--- src/rtl/mc_ctrl_pkg.sv ---
// mc_ctrl_pkg: shared constants for the multicycle main control unit.
// Holds opcode values, the 4-bit state encoding, ALU-op classes and mux selects.
package mc_ctrl_pkg;

    localparam logic [5:0] OP_RTYPE = 6'b000000;
    localparam logic [5:0] OP_LW    = 6'b100011;
    localparam logic [5:0] OP_SW    = 6'b101011;
    localparam logic [5:0] OP_BEQ   = 6'b000100;
    localparam logic [5:0] OP_J     = 6'b000010;
    localparam logic [5:0] OP_ADDI  = 6'b001000;

    localparam logic [1:0] ALU_ADD   = 2'b00;
    localparam logic [1:0] ALU_SUB   = 2'b01;
    localparam logic [1:0] ALU_FUNCT = 2'b10;

    localparam logic [1:0] SRCB_REG     = 2'b00;
    localparam logic [1:0] SRCB_FOUR    = 2'b01;
    localparam logic [1:0] SRCB_IMM     = 2'b10;
    localparam logic [1:0] SRCB_IMM_SHL = 2'b11;

    localparam logic [1:0] PCSRC_ALU  = 2'b00;
    localparam logic [1:0] PCSRC_OUT  = 2'b01;
    localparam logic [1:0] PCSRC_JUMP = 2'b10;

    typedef enum logic [3:0] {
        ST_IDLE      = 4'd0,
        ST_FETCH     = 4'd1,
        ST_DECODE    = 4'd2,
        ST_MEM_ADDR  = 4'd3,
        ST_MEM_READ  = 4'd4,
        ST_MEM_WB    = 4'd5,
        ST_MEM_WRITE = 4'd6,
        ST_EXECUTE   = 4'd7,
        ST_R_WB      = 4'd8,
        ST_BRANCH    = 4'd9,
        ST_JUMP      = 4'd10,
        ST_ADDI_EX   = 4'd11,
        ST_ADDI_WB   = 4'd12
    } mc_state_e;

    // States that hold while memory has not yet completed the access.
    function automatic logic is_wait_state(mc_state_e s);
        return (s == ST_FETCH) || (s == ST_MEM_READ) || (s == ST_MEM_WRITE);
    endfunction

endpackage

--- src/rtl/mc_wait_timer.sv ---
// mc_wait_timer: 8-bit saturating count of mem_ready-low cycles in a wait state.
// expired is high once the count has reached MEM_TIMEOUT.
module mc_wait_timer
    import mc_ctrl_pkg::*;
#(
    parameter int MEM_TIMEOUT = 15
) (
    input  logic clk,
    input  logic reset,
    input  logic clear,
    input  logic enable,
    output logic expired
);

    logic [7:0] count_q;
    logic [7:0] count_d;

    // Clear on entry to a wait state, otherwise count stalled cycles up to 255.
    always_comb begin
        count_d = count_q;
        if (clear) begin
            count_d = 8'd0;
        end else if (enable && (count_q != 8'hFF)) begin
            count_d = count_q + 8'd1;
        end
    end

    // Count register with synchronous reset.
    always_ff @(posedge clk) begin
        if (reset) begin
            count_q <= 8'd0;
        end else begin
            count_q <= count_d;
        end
    end

    assign expired = (count_q == 8'(MEM_TIMEOUT));

endmodule

--- src/rtl/mc_main_control.sv ---
// mc_main_control: multicycle MIPS-style main control FSM with memory-wait timeout.
// Optional macro MC_CTRL_ADDI_EN enables the ADDI_EX/ADDI_WB path for opcode 001000;
// without it that opcode decodes as illegal.
module mc_main_control
    import mc_ctrl_pkg::*;
#(
    parameter int MEM_TIMEOUT = 15
) (
    input  logic       clk,
    input  logic       reset,
    input  logic [5:0] opcode,
    input  logic       mem_ready,
    output logic       pc_write,
    output logic       pc_write_cond,
    output logic       i_or_d,
    output logic       mem_read,
    output logic       mem_write,
    output logic       mem_to_reg,
    output logic       ir_write,
    output logic       reg_dst,
    output logic       reg_write,
    output logic       alu_src_a,
    output logic [1:0] alu_op,
    output logic [1:0] alu_src_b,
    output logic [1:0] pc_source,
    output logic       illegal_op,
    output logic       mem_timeout,
    output logic [3:0] state
);

    mc_state_e  state_q;
    mc_state_e  state_d;
    logic [5:0] op_q;
    logic [5:0] op_d;
    logic       in_wait;
    logic       wait_expired;
    logic       wait_clear;
    logic       wait_enable;
    logic       timed_out;

    assign in_wait     = is_wait_state(state_q);
    assign wait_enable = in_wait && !mem_ready;
    assign timed_out   = in_wait && wait_expired && !mem_ready;
    // A timeout re-enters FETCH, so it restarts the count like any other entry.
    assign wait_clear  = is_wait_state(state_d) && ((state_d != state_q) || timed_out);
    assign state       = state_q;

    mc_wait_timer #(
        .MEM_TIMEOUT(MEM_TIMEOUT)
    ) u_wait_timer (
        .clk     (clk),
        .reset   (reset),
        .clear   (wait_clear),
        .enable  (wait_enable),
        .expired (wait_expired)
    );

    // Next-state and datapath control decode from the current state.
    always_comb begin
        state_d       = state_q;
        op_d          = op_q;
        pc_write      = 1'b0;
        pc_write_cond = 1'b0;
        i_or_d        = 1'b0;
        mem_read      = 1'b0;
        mem_write     = 1'b0;
        mem_to_reg    = 1'b0;
        ir_write      = 1'b0;
        reg_dst       = 1'b0;
        reg_write     = 1'b0;
        alu_src_a     = 1'b0;
        alu_op        = ALU_ADD;
        alu_src_b     = SRCB_REG;
        pc_source     = PCSRC_ALU;
        illegal_op    = 1'b0;
        mem_timeout   = 1'b0;
        case (state_q)
            ST_IDLE: begin
                state_d = ST_FETCH;
            end
            ST_FETCH: begin
                mem_read    = 1'b1;
                alu_src_b   = SRCB_FOUR;
                ir_write    = mem_ready;
                pc_write    = mem_ready;
                mem_timeout = timed_out;
                if (mem_ready) begin
                    state_d = ST_DECODE;
                end
            end
            ST_DECODE: begin
                alu_src_b = SRCB_IMM_SHL;
                op_d      = opcode;
                case (opcode)
                    OP_LW, OP_SW: state_d = ST_MEM_ADDR;
                    OP_RTYPE:     state_d = ST_EXECUTE;
                    OP_BEQ:       state_d = ST_BRANCH;
                    OP_J:         state_d = ST_JUMP;
`ifdef MC_CTRL_ADDI_EN
                    OP_ADDI:      state_d = ST_ADDI_EX;
`endif
                    default: begin
                        illegal_op = 1'b1;
                        state_d    = ST_FETCH;
                    end
                endcase
            end
            ST_MEM_ADDR: begin
                alu_src_a = 1'b1;
                alu_src_b = SRCB_IMM;
                state_d   = (op_q == OP_LW) ? ST_MEM_READ : ST_MEM_WRITE;
            end
            ST_MEM_READ: begin
                mem_read    = 1'b1;
                i_or_d      = 1'b1;
                mem_timeout = timed_out;
                if (mem_ready) begin
                    state_d = ST_MEM_WB;
                end else if (timed_out) begin
                    state_d = ST_FETCH;
                end
            end
            ST_MEM_WB: begin
                mem_to_reg = 1'b1;
                reg_write  = 1'b1;
                state_d    = ST_FETCH;
            end
            ST_MEM_WRITE: begin
                mem_write   = 1'b1;
                i_or_d      = 1'b1;
                mem_timeout = timed_out;
                if (mem_ready || timed_out) begin
                    state_d = ST_FETCH;
                end
            end
            ST_EXECUTE: begin
                alu_src_a = 1'b1;
                alu_op    = ALU_FUNCT;
                state_d   = ST_R_WB;
            end
            ST_R_WB: begin
                reg_dst   = 1'b1;
                reg_write = 1'b1;
                state_d   = ST_FETCH;
            end
            ST_BRANCH: begin
                alu_src_a     = 1'b1;
                alu_op        = ALU_SUB;
                pc_write_cond = 1'b1;
                pc_source     = PCSRC_OUT;
                state_d       = ST_FETCH;
            end
            ST_JUMP: begin
                pc_write  = 1'b1;
                pc_source = PCSRC_JUMP;
                state_d   = ST_FETCH;
            end
`ifdef MC_CTRL_ADDI_EN
            ST_ADDI_EX: begin
                alu_src_a = 1'b1;
                alu_src_b = SRCB_IMM;
                state_d   = ST_ADDI_WB;
            end
            ST_ADDI_WB: begin
                reg_write = 1'b1;
                state_d   = ST_FETCH;
            end
`endif
            default: begin
                state_d = ST_IDLE;
            end
        endcase
    end

    // State and latched opcode registers with synchronous reset.
    always_ff @(posedge clk) begin
        if (reset) begin
            state_q <= ST_IDLE;
            op_q    <= 6'd0;
        end else begin
            state_q <= state_d;
            op_q    <= op_d;
        end
    end

endmodule

--- config.mk ---
export PLATFORM = sky130hd
export DESIGN_NAME = mc_main_control
export DESIGN_NICKNAME = d
export VERILOG_FILES = /design/src/rtl/mc_ctrl_pkg.sv /design/src/rtl/mc_wait_timer.sv /design/src/rtl/mc_main_control.sv
export SDC_FILE = /design/constraint.sdc
export NUM_CORES = 1
export LEC_CHECK = 0
export CORE_MARGIN = 2
export CORE_UTILIZATION = 48
export DETAILED_ROUTE_END_ITERATION = 8
export HOLD_SLACK_MARGIN = 0.02
export PLACE_DENSITY_LB_ADDON = 0.2
export SLEW_MARGIN = 20
export SYNTH_ARGS = -nofsm -noshare
export SYNTH_HDL_FRONTEND = slang
export SYNTH_SLANG_ARGS = --single-unit
--- constraint.sdc ---
create_clock -name clk -period 2.6 [get_ports clk]
set_clock_uncertainty 0.1 [all_clocks]
set_input_delay 0.39 -clock clk [delete_from_list [all_inputs] [get_ports clk]]
set_output_delay 0.39 -clock clk [all_outputs]
set_load 0.02 [all_outputs]
-- After elaboration in Yosys (flattened, before gate mapping)
Cells that the tools add are included.
- memories kept: 0
- ROM bits: 0
- latch bits: 0
- output and inout port bits: 22
- bits in registers: 18
- memory bits (writable): 0
- $add $sub $neg: 1
- equal/unequal tests: 21
- bitwise logic cells: 0
- divide/modulo/power cells: 0
- muxes and demuxes: 23
- $mul: 0
- magnitude comparators: 0
- shift operators: 0
- reductions and logical operators: 23
- operators by type and width (operator ; number):
    $pmux W4 S7 ; 1
    $eq A4 B3 Y1 const B ; 6
    $eq A6 B6 Y1 const B ; 3
    $mux W4 ; 4
    $pmux W4 S4 ; 1
    $eq A4 B4 Y1 const B ; 3
    $mux W1 ; 12
    $reduce_or A2 Y1 ; 5
    $reduce_or A5 Y1 ; 2
    $add A8 B1 Y8 const B ; 1
    $eq A4 B1 Y1 const B ; 2
    $eq A4 B2 Y1 const B ; 2
    $eq A8 B4 Y1 const B ; 1
    $ne A8 B8 Y1 const B ; 1
    $pmux W2 S2 ; 2
    $eq A6 B2 Y1 const B ; 1
    $eq A6 B3 Y1 const B ; 1
    $logic_not A6 Y1 ; 1
    $logic_or A1 B1 Y1 ; 6
    $pmux W2 S3 ; 1
    $reduce_or A3 Y1 ; 2
    $logic_and A1 B1 Y1 ; 5
    $logic_not A4 Y1 ; 1
    $ne A4 B4 Y1 ; 1
    3 further kinds ; 3

-- Longest topological paths before layout
Gate-level depths: netlist of the first run.
- depth after elaboration: 13
- depth in mapped cells: 7
- depth with buffers taken out: 7

-- Cells and area by module
From an unflattened synthesis of the first run, not the netlist that was laid out.
- cells, all modules: 146
- area total of the unflattened synthesis: 1157.4 um2
- by module, submodules not included (module ; times used ; cells each ; area each (um2) ; sequential area each (um2)):
    mc_main_control ; 1 ; 97 ; 721.9 ; 200.2
    mc_wait_timer ; 1 ; 49 ; 435.4 ; 160.2

-- Least setup slack after synthesis of the first run
Ideal clock, no wire load.
- path type: reg-to-reg
- from: register state_q[2] (netlist: state[2])
- to: register u_wait_timer.count_q[0]
- path buffers: 1
- path slack: 0.101 ns
- stages on the path, launching flop included: 8
- data arrival time: 2.264 ns
- cells stage by stage: dfxtp_1 > clkbuf_1 > nor3b_2 > o21ai_0 > o211ai_1 > a221oi_1 > a311oi_2 > nor2_1
- longest elaborated chain between the ends: 13
- elaborated cells on any way between the ends: 33
- classes of those cells: eq/ne (14); mux (5); reduce/logical (14)
- RTL lines (what ; RTL line ; RTL):
    from (decl) ; mc_main_control.sv:31 ; mc_state_e state_q;
    from (signal assigned) ; mc_main_control.sv:181 ; state_q <= state_d;
    $eq A4 B1 Y1 / $eq A4 B3 Y1 (equally long branches) ; mc_ctrl_pkg.sv:43, mc_main_control.sv:77 ;
    $logic_or A1 B1 Y1 (2 in a row) ; mc_ctrl_pkg.sv:43 ; return (s == ST_FETCH) || (s == ST_MEM_READ) || (s == ST_MEM_WRITE);
    $logic_and A1 B1 Y1 (2 in a row) ; mc_main_control.sv:43 ; assign timed_out = in_wait && wait_expired && !mem_ready;
    $mux W4 / $logic_or A1 B1 Y1 (equally long branches) ; mc_main_control.sv:119, mc_main_control.sv:132 ;
    $mux W4 (on tied branches) ; mc_main_control.sv:117, mc_main_control.sv:132 ;
    $pmux W4 S7 ; mc_main_control.sv:77 ; case (state_q)
    $eq A4 B1 Y1 / $eq A4 B3 Y1 (equally long branches) ; mc_ctrl_pkg.sv:43 ;
    $logic_or A1 B1 Y1 (2 in a row) ; mc_ctrl_pkg.sv:43 ;
    $logic_and A1 B1 Y1 ; mc_main_control.sv:45 ; assign wait_clear = is_wait_state(state_d) && ((state_d != state_q) || timed_out);
    $reduce_or A2 Y1 (no line) ; -- ;
    to (signal assigned) ; mc_wait_timer.sv:33 ; count_q <= count_d;
    to (decl) ; mc_wait_timer.sv:15 ; logic [7:0] count_q;
Several ways; a longest one is shown, not always the timed one.
A chain may end at the register's enable or synchronous reset.

-- Worst setup path after layout of the first run
- from: register state_q[0] (netlist: state[0])
- to: output port reg_write
- longest elaborated chain between the ends: 3
- elaborated cells on any way between the ends: 4
- classes of those cells: eq/ne (2); mux (1); reduce/logical (1)
- RTL lines (what ; RTL line ; RTL):
    $eq A4 B4 Y1 / $eq A4 B3 Y1 (equally long branches) ; mc_main_control.sv:77 ;
    $reduce_or A2 Y1 (no line) * ; -- ;
    $mux W1 * ; mc_main_control.sv:77 ;
    to (decl) ; mc_main_control.sv:21 ; output logic reg_write,
Every way passes the cells marked *; elsewhere a longest branch is shown, timed or not.

==> results of run 1 <==
[area by class of cell]
cell class | count | area [sq um] | area share, %
Clock buffer | 3 | 22.5 | 1.33
Inverter | 2 | 7.51 | 0.444
Multi-Input combinational cell | 131 | 813 | 48.1
Sequential cell | 18 | 368 | 21.8
Tap cell | 30 | 37.5 | 2.22
Timing Repair Buffer | 49 | 440 | 26.1
[registers in the layout, summed over array words and instances (netlist names)]
signal	cells
state	4
op_q	6
u_wait_timer.count_q	8
[cell usage after synthesis (all sizes together)]
cell,number,area [sq um]
nor4b,1,8.76
xnor2,5,43.8
clkbuf,5,18.8
and3,3,20.0
and4,1,10.0
o21ai,6,30.0
nor4bb,1,10.0
nor4,3,18.8
a211o,2,17.5
a221oi,1,8.76
or4,1,11.3
nor3,7,35.0
o41ai,1,8.76
nor2,20,75.1
o211a,1,10.0
nand2,19,71.3
inv,2,7.51
mux2i,1,10.0
or3,2,12.5
a32oi,1,8.76
nand2b,5,31.3
or3b,1,8.76
nand3,3,15.0
a31oi,2,12.5
nor2b,5,31.3
a41oi,1,8.76
nand4b,1,15.0
xor2,4,35.0
and2,2,12.5
a21oi,12,60.1
nand4,4,25.0
a311oi,3,32.5
a211oi,2,15.0
or2,3,18.8
ha,1,12.5
nor3b,3,27.5
a2111oi,1,8.76
dfxtp,18,360
o211ai,2,15.0
buf,3,17.5
[cell families (layout without fill, tap and decap cells)]
family	after synthesis	after routing
buffers and inverters	10	54
adder cells (fa/ha/maj)	1	1
XOR/XNOR	9	9
AO/OA/AOI/OAI	35	35
flip-flops	18	18
multiplexers	1	1
AND/OR/NAND/NOR	85	85
[through the flow]
step,hold WS [ns],total power [mW]
4_1_cts,0.369,0.591
3_5_place_dp,0.354,0.452
3_3_place_gp,0.342,0.451
2_1_floorplan,0.332,0.377
6_report,0.366,0.582
5_1_grt,0.385,0.616
[metal layers]
layer / vias to the layer above / routed length [um]
met5: - / 0
met4: 0 / 80
met3: 10 / 159
met2: 44 / 1490
met1: 640 / 1380
li1: 674 / -
[where the power goes]
| group | internal (mW) | switching, mW | leakage, nW | total, mW |
|---|---|---|---|---|
| registers | 0.282 | 0.00965 | 0.148 | 0.292 |
| logic | 0.0786 | 0.0787 | 0.495 | 0.157 |
| clock network | 0.0539 | 0.0789 | 0.0138 | 0.133 |
| total | 0.414 | 0.167 | 0.656 | 0.582 |
[timing repair]
action / 4_1_cts / 5_1_grt
endpoints found under the setup margin: 6 / 13
resized for setup: 5 / 8
hold endpoints to repair: 0 / 0
[worst min path at each step]
stage                       start  endpoint  slack (ns)  cells after the start
after CTS                 op_q[1]   op_q[1]        0.37                      2
after global placement    op_q[1]   op_q[1]        0.34                      2
after global routing      op_q[5]   op_q[5]        0.39                      2
final                     op_q[1]   op_q[1]        0.37                      2
after detailed placement  op_q[1]   op_q[1]        0.35                      2
after floorplan           op_q[1]   op_q[1]        0.33                      2
[critical path, stage by stage (launching register included)]
cell             delay [ns]
dfxtp_4                0.42
buf_4                  0.16
nand2b_1               0.17
nor3b_2                0.24
or2_2                  0.13
clkdlybuf4s50_1        0.59
==> metrics.md, run 1 <==
| Metric | Value |
|---|---|
| Syn-to-layout area delta | `40.8%` |
| Commonest cells after routing, fill and taps aside | `clkdlybuf4s50_1, nor2_1, nand2_1, buf_4, dfxtp_1` |
| Largest net degree at the start of global routing | `16` |
| #FFs+latches synth | `18` |
| Most common cell after layout, fill and taps aside | `clkdlybuf4s50_1` |
| Non-filler cells in the finished layout | `between 200 and 250` |
| Fillers | `208` |
| Starting density of the core | `49.3%` |
| Post-synthesis adder-cell area fraction | `~1.0%` |
| Worst Path Max Fanout | `10` |
| Layout cells sized above 1 | `just over 20%` |
| Type of the worst min-delay path | `flop to flop` |
| Worst-Margin Slew | `between 0.4 and 0.5 ns` |
| Clk Latency, worst-skew pair | `0.29 ns` |
| Post-synthesis mux area share | `less than 1%` |
| Outcome | `finished, final reports clean` |
| Rows | `18` |
| Final setup viols | `0` |
| Total number of vias | `between 1000 and 1500` |
| Post-route DRC | `0` |
| Pwr per Cell Area | `344 nW/um^2` |
| Syn Nets | `approximately 170` |
| Final setup margin | `between 0.1 and 0.15 ns` |
| GRT overflow | `0` |
| DR WL/cell | `13.3 um` |
| Finished Core Util | `69.4%` |
| Crit Path Class | `flop to primary output` |
| Worst r2r src | `u_wait_timer.count_q[1]` |
| Netlist Area Pre-Place | `~1200 sq um` |
| Post-route cell area | `around 1700 sq um` |
| Placement Cell Area | `1640 sq um` |
| Max-Slew Margin vs Limit | `between 70% and 80%` |
| Max-Cap Viols | `0` |
| Dpl ws | `-0.0254 ns` |
| Crit path launch type | `flop` |
| Die Span X | `about 54 um` |
| CTS max path bufs | `2` |
| N_diodes | `0` |
| Synth Area in Simple Gates | `around two fifths` |
| Post-route setup TNS | `0 ns` |
| Hold buffers post-CTS | `0` |
| CTS tree | `yes` |
| First drt pass iteration count | `4` |
| Vias in the first global route | `around 1200` |
| Peak supply drop | `about 0.32 mV` |
| Postcts setup bufs | `0` |
| Met2 GRT Util | `around 40%` |
| Most Crowded Layer GR | `met2` |
| Reg2reg end | `u_wait_timer.count_q[7]` |
| Gpl congestion | `0.911` |
| Synth Area in Compound Gates | `between 10% and 20%` |
| Final Hold Viols | `0` |
| Cells on worst reg2reg path | `8` |
| Leak | `around 0.66 nW` |
| Met3 Usage GRT | `3.61%` |
| Drt total wl | `approximately 3100 um` |
| Distinct cells, synth | `44` |
| Root buf cell | `clkbuf_4` |
| Main combinational cell family by area after synthesis | `simple AND/OR/NAND/NOR gates` |
| Die Area | `around 3000 sq um` |
| Worst R2R Setup Slack | `about 0.17 ns` |
| Fin nets | `roughly 220` |
| Routing usage on met1 | `about 28%` |
| Die height | `around 54 um` |
| Fmax | `0.403 GHz` |
| Via/cell ratio | `5.87` |
| Clk sinks | `18` |
| Critical Path AT | `approximately 2.0 ns` |
| Total CTS buffers | `3` |
| Slew Limit Fails | `0` |
| Core area | `approximately 2400 sq um` |
| Post-Syn Area per Cell | `between 7 and 8 sq um` |
| Number of DRC markers in iteration 0 | `38` |
| CP endpoint kind | `primary output` |
| Crit path capture | `reg_write` |
| Period utilisation layout | `between 90% and 100%` |
| Mapped Cells | `approximately 160` |
| PortBufs | `30` |
| Clock transition at path regs | `about 0.090 ns` |
| Antenna-violating nets left | `0` |
| Placed Cells incl. Taps | `230` |
| Initial antenna violation count | `0` |
| Post-synthesis xor/xnor area fraction | `under 10%` |
| Htree depth | `1` |
| Synthesis Warnings | `0` |
| Sequential area share after synthesis | `a little under a third` |
| I/O pin count | `31` |
| Critical Path RT | `2.11 ns` |
| Global-route wire length before repair | `5020 um` |
| HPWL after DPL | `~2400 um` |
| CP startpoint | `state[0]` |
| Total track usage | `between 20% and 30%` |
| Fin crit period | `between 2 and 2.5 ns` |
No activity file was read; power rests on OpenSTA's default activity.
==> inputs of run 2 (changes only) <==
clock period = 2.4 ns   (was 2.6 ns; I/O delays follow)
==> run 2 against run 1 <==
Die area did not move. Via count is 1.8% higher. Global-route usage increased by 1.6 points. Wire length is 8.4% higher. Core utilization rose by 6.2 points. Worst setup slack got worse by 0.044 ns. Critical path type is now flop to flop. Largest cell class unchanged.
==> metrics.md, run 2 (synthesis results as in run 1) <==
| Metric | Value |
|---|---|
| Fin crit period | `approximately 2.3 ns` |
| Fillers | `183` |
| Worst-Margin Slew | `0.443 ns` |
| Slew Limit Fails | `0` |
| Footprint of the multi-input gates | `between 800 and 900 sq um` |
| Register area | `between 300 and 400 sq um` |
| Die Area | `2920 sq um` |
| Vias in the first global route | `1225` |
| Outcome | `finished, final reports clean` |
| Number of flip-flops in the largest register | `8` |
| Fmax | `0.430 GHz` |
| Final Hold Viols | `0` |
| Total CTS buffers | `3` |
| Clk Latency, worst-skew pair | `slightly below 0.3 ns` |
| Post-route setup TNS | `0 ns` |
| Dpl ws | `-0.204 ns` |
| PortBufs | `30` |
| Final setup viols | `0` |
| Crit Path Class | `flop to flop` |
| Fin nets | `roughly 230` |
| Peak supply drop | `0.477 mV` |
| HPWL after DPL | `2590 um` |
| Drt total wl | `approximately 3400 um` |
| Gpl congestion | `between 0.8 and 0.9` |
| Die Span X | `54.0 um` |
| Number of DRC markers in iteration 0 | `34` |
| Commonest cells after routing, fill and taps aside | `buf_4, clkdlybuf4s50_1, nor2_1` |
| Type of the worst min-delay path | `flop to flop` |
| Most flops, register | `u_wait_timer.count_q` |
| Post-route cell area | `between 1500 and 2000 sq um` |
| Crit path launch type | `flop` |
| N_diodes | `0` |
| Critical Path AT | `2.41 ns` |
| First drt pass iteration count | `4` |
| Post-route DRC | `0` |
| Placement Cell Area | `between 1500 and 2000 sq um` |
| Core area | `roughly 2400 sq um` |
| Initial antenna violation count | `0` |
| RSZ-0062 raised after global routing | `yes` |
| Clk sinks | `18` |
| Pwr per Cell Area | `370 nW/um^2` |
| Starting density of the core | `between 40% and 50%` |
| Antenna-violating nets left | `0` |
| Clock transition at path regs | `0.10 ns` |
| Worst R2R Setup Slack | `around 0.076 ns` |
| CTS tree | `yes` |
| Final setup margin | `0.0764 ns` |
| Die height | `between 50 and 60 um` |
| Max-Cap Viols | `0` |
| CP endpoint kind | `flop` |
| Most common cell after layout, fill and taps aside | `buf_4` |
| Syn-to-layout area delta | `53.4%` |
| Total number of vias | `about 1400` |
| Critical Path RT | `2.48 ns` |
| Root buf cell | `clkbuf_4` |
| DR WL/cell | `~14 um` |
| Worst Path Max Fanout | `8` |
| I/O pin count | `31` |
| Total track usage | `approximately a quarter` |
| Largest net degree at the start of global routing | `15` |
| Period utilisation layout | `a little over nine tenths` |
| Finished Core Util | `around 76%` |
| Leak | `roughly 0.8 nW` |
| Htree depth | `1` |
| Max-Slew Margin vs Limit | `between 70% and 80%` |
| Via/cell ratio | `between 5 and 6` |
| Rows | `18` |
| GRT overflow | `0` |
| CTS max path bufs | `2` |
| Layout cells sized above 1 | `a little over a quarter` |
| Global-route wire length before repair | `between 5000 and 6000 um` |
| Hold buffers post-CTS | `0` |
| Final hold slack | `0.369 ns` |
==> run 2: layout make-up <==
cell class	count	share of cell area, %
repair buffers	59	28.5
clock buffers	4	1.97
inverters	2	0.408
well taps	30	2.04
flip-flops and latches	18	20.3
multi-input cells	131	46.8
==> run 2: metal layers <==
layer  wire length, um  share of wire [%]  GRT usage (%)  up-vias
li1                  -                  -              -      691
met1              1530                 45           31.9      659
met2              1640                 49           43.5       36
met3               138                4.1           1.67        6
met4                58                1.7           7.92        0
met5                 0                  0              0        -
==> run 2: worst max-delay path, cell delays in order, from the launching register on <==
cell and delay, ns:
dfxtp_2 0.37, ha_4 0.17, nand4b_4 0.10, or4_4 0.45
o211a_1 0.25, a211o_1 0.25, a311oi_2 0.29, buf_4 0.20
nor2_1 0.06
==> run 2: per-stage QoR <==
step                total power [mW]  instances
finish                         0.681        244
CTS                            0.680        242
detailed placement             0.498        238
global placement               0.494        238
global route                   0.716        244
floorplan                      0.409        159
==> run 2: report_power, final <==
group          internal (mW)  total (mW)  switching, mW
sequential             0.303       0.314         0.0103
clock                 0.0923       0.184         0.0920
combinational         0.0914       0.183         0.0916
total                  0.487       0.681          0.194
==> run 2: what timing repair did <==
action                     CTS  global route
gates resized for setup     10            17
buffers inserted             0             2
setup endpoints to repair   20            14
gates cloned                 0             0
pin swaps                    0             3
==> run 2: final timing paths <==
kind	startpoint	endpoint	cells after the start
max	u_wait_timer.count_q[1]	u_wait_timer.count_q[0]	8
min	op_q[5]	op_q[5]	2
max reg2reg	u_wait_timer.count_q[1]	u_wait_timer.count_q[0]	8
min reg2reg	op_q[5]	op_q[5]	2
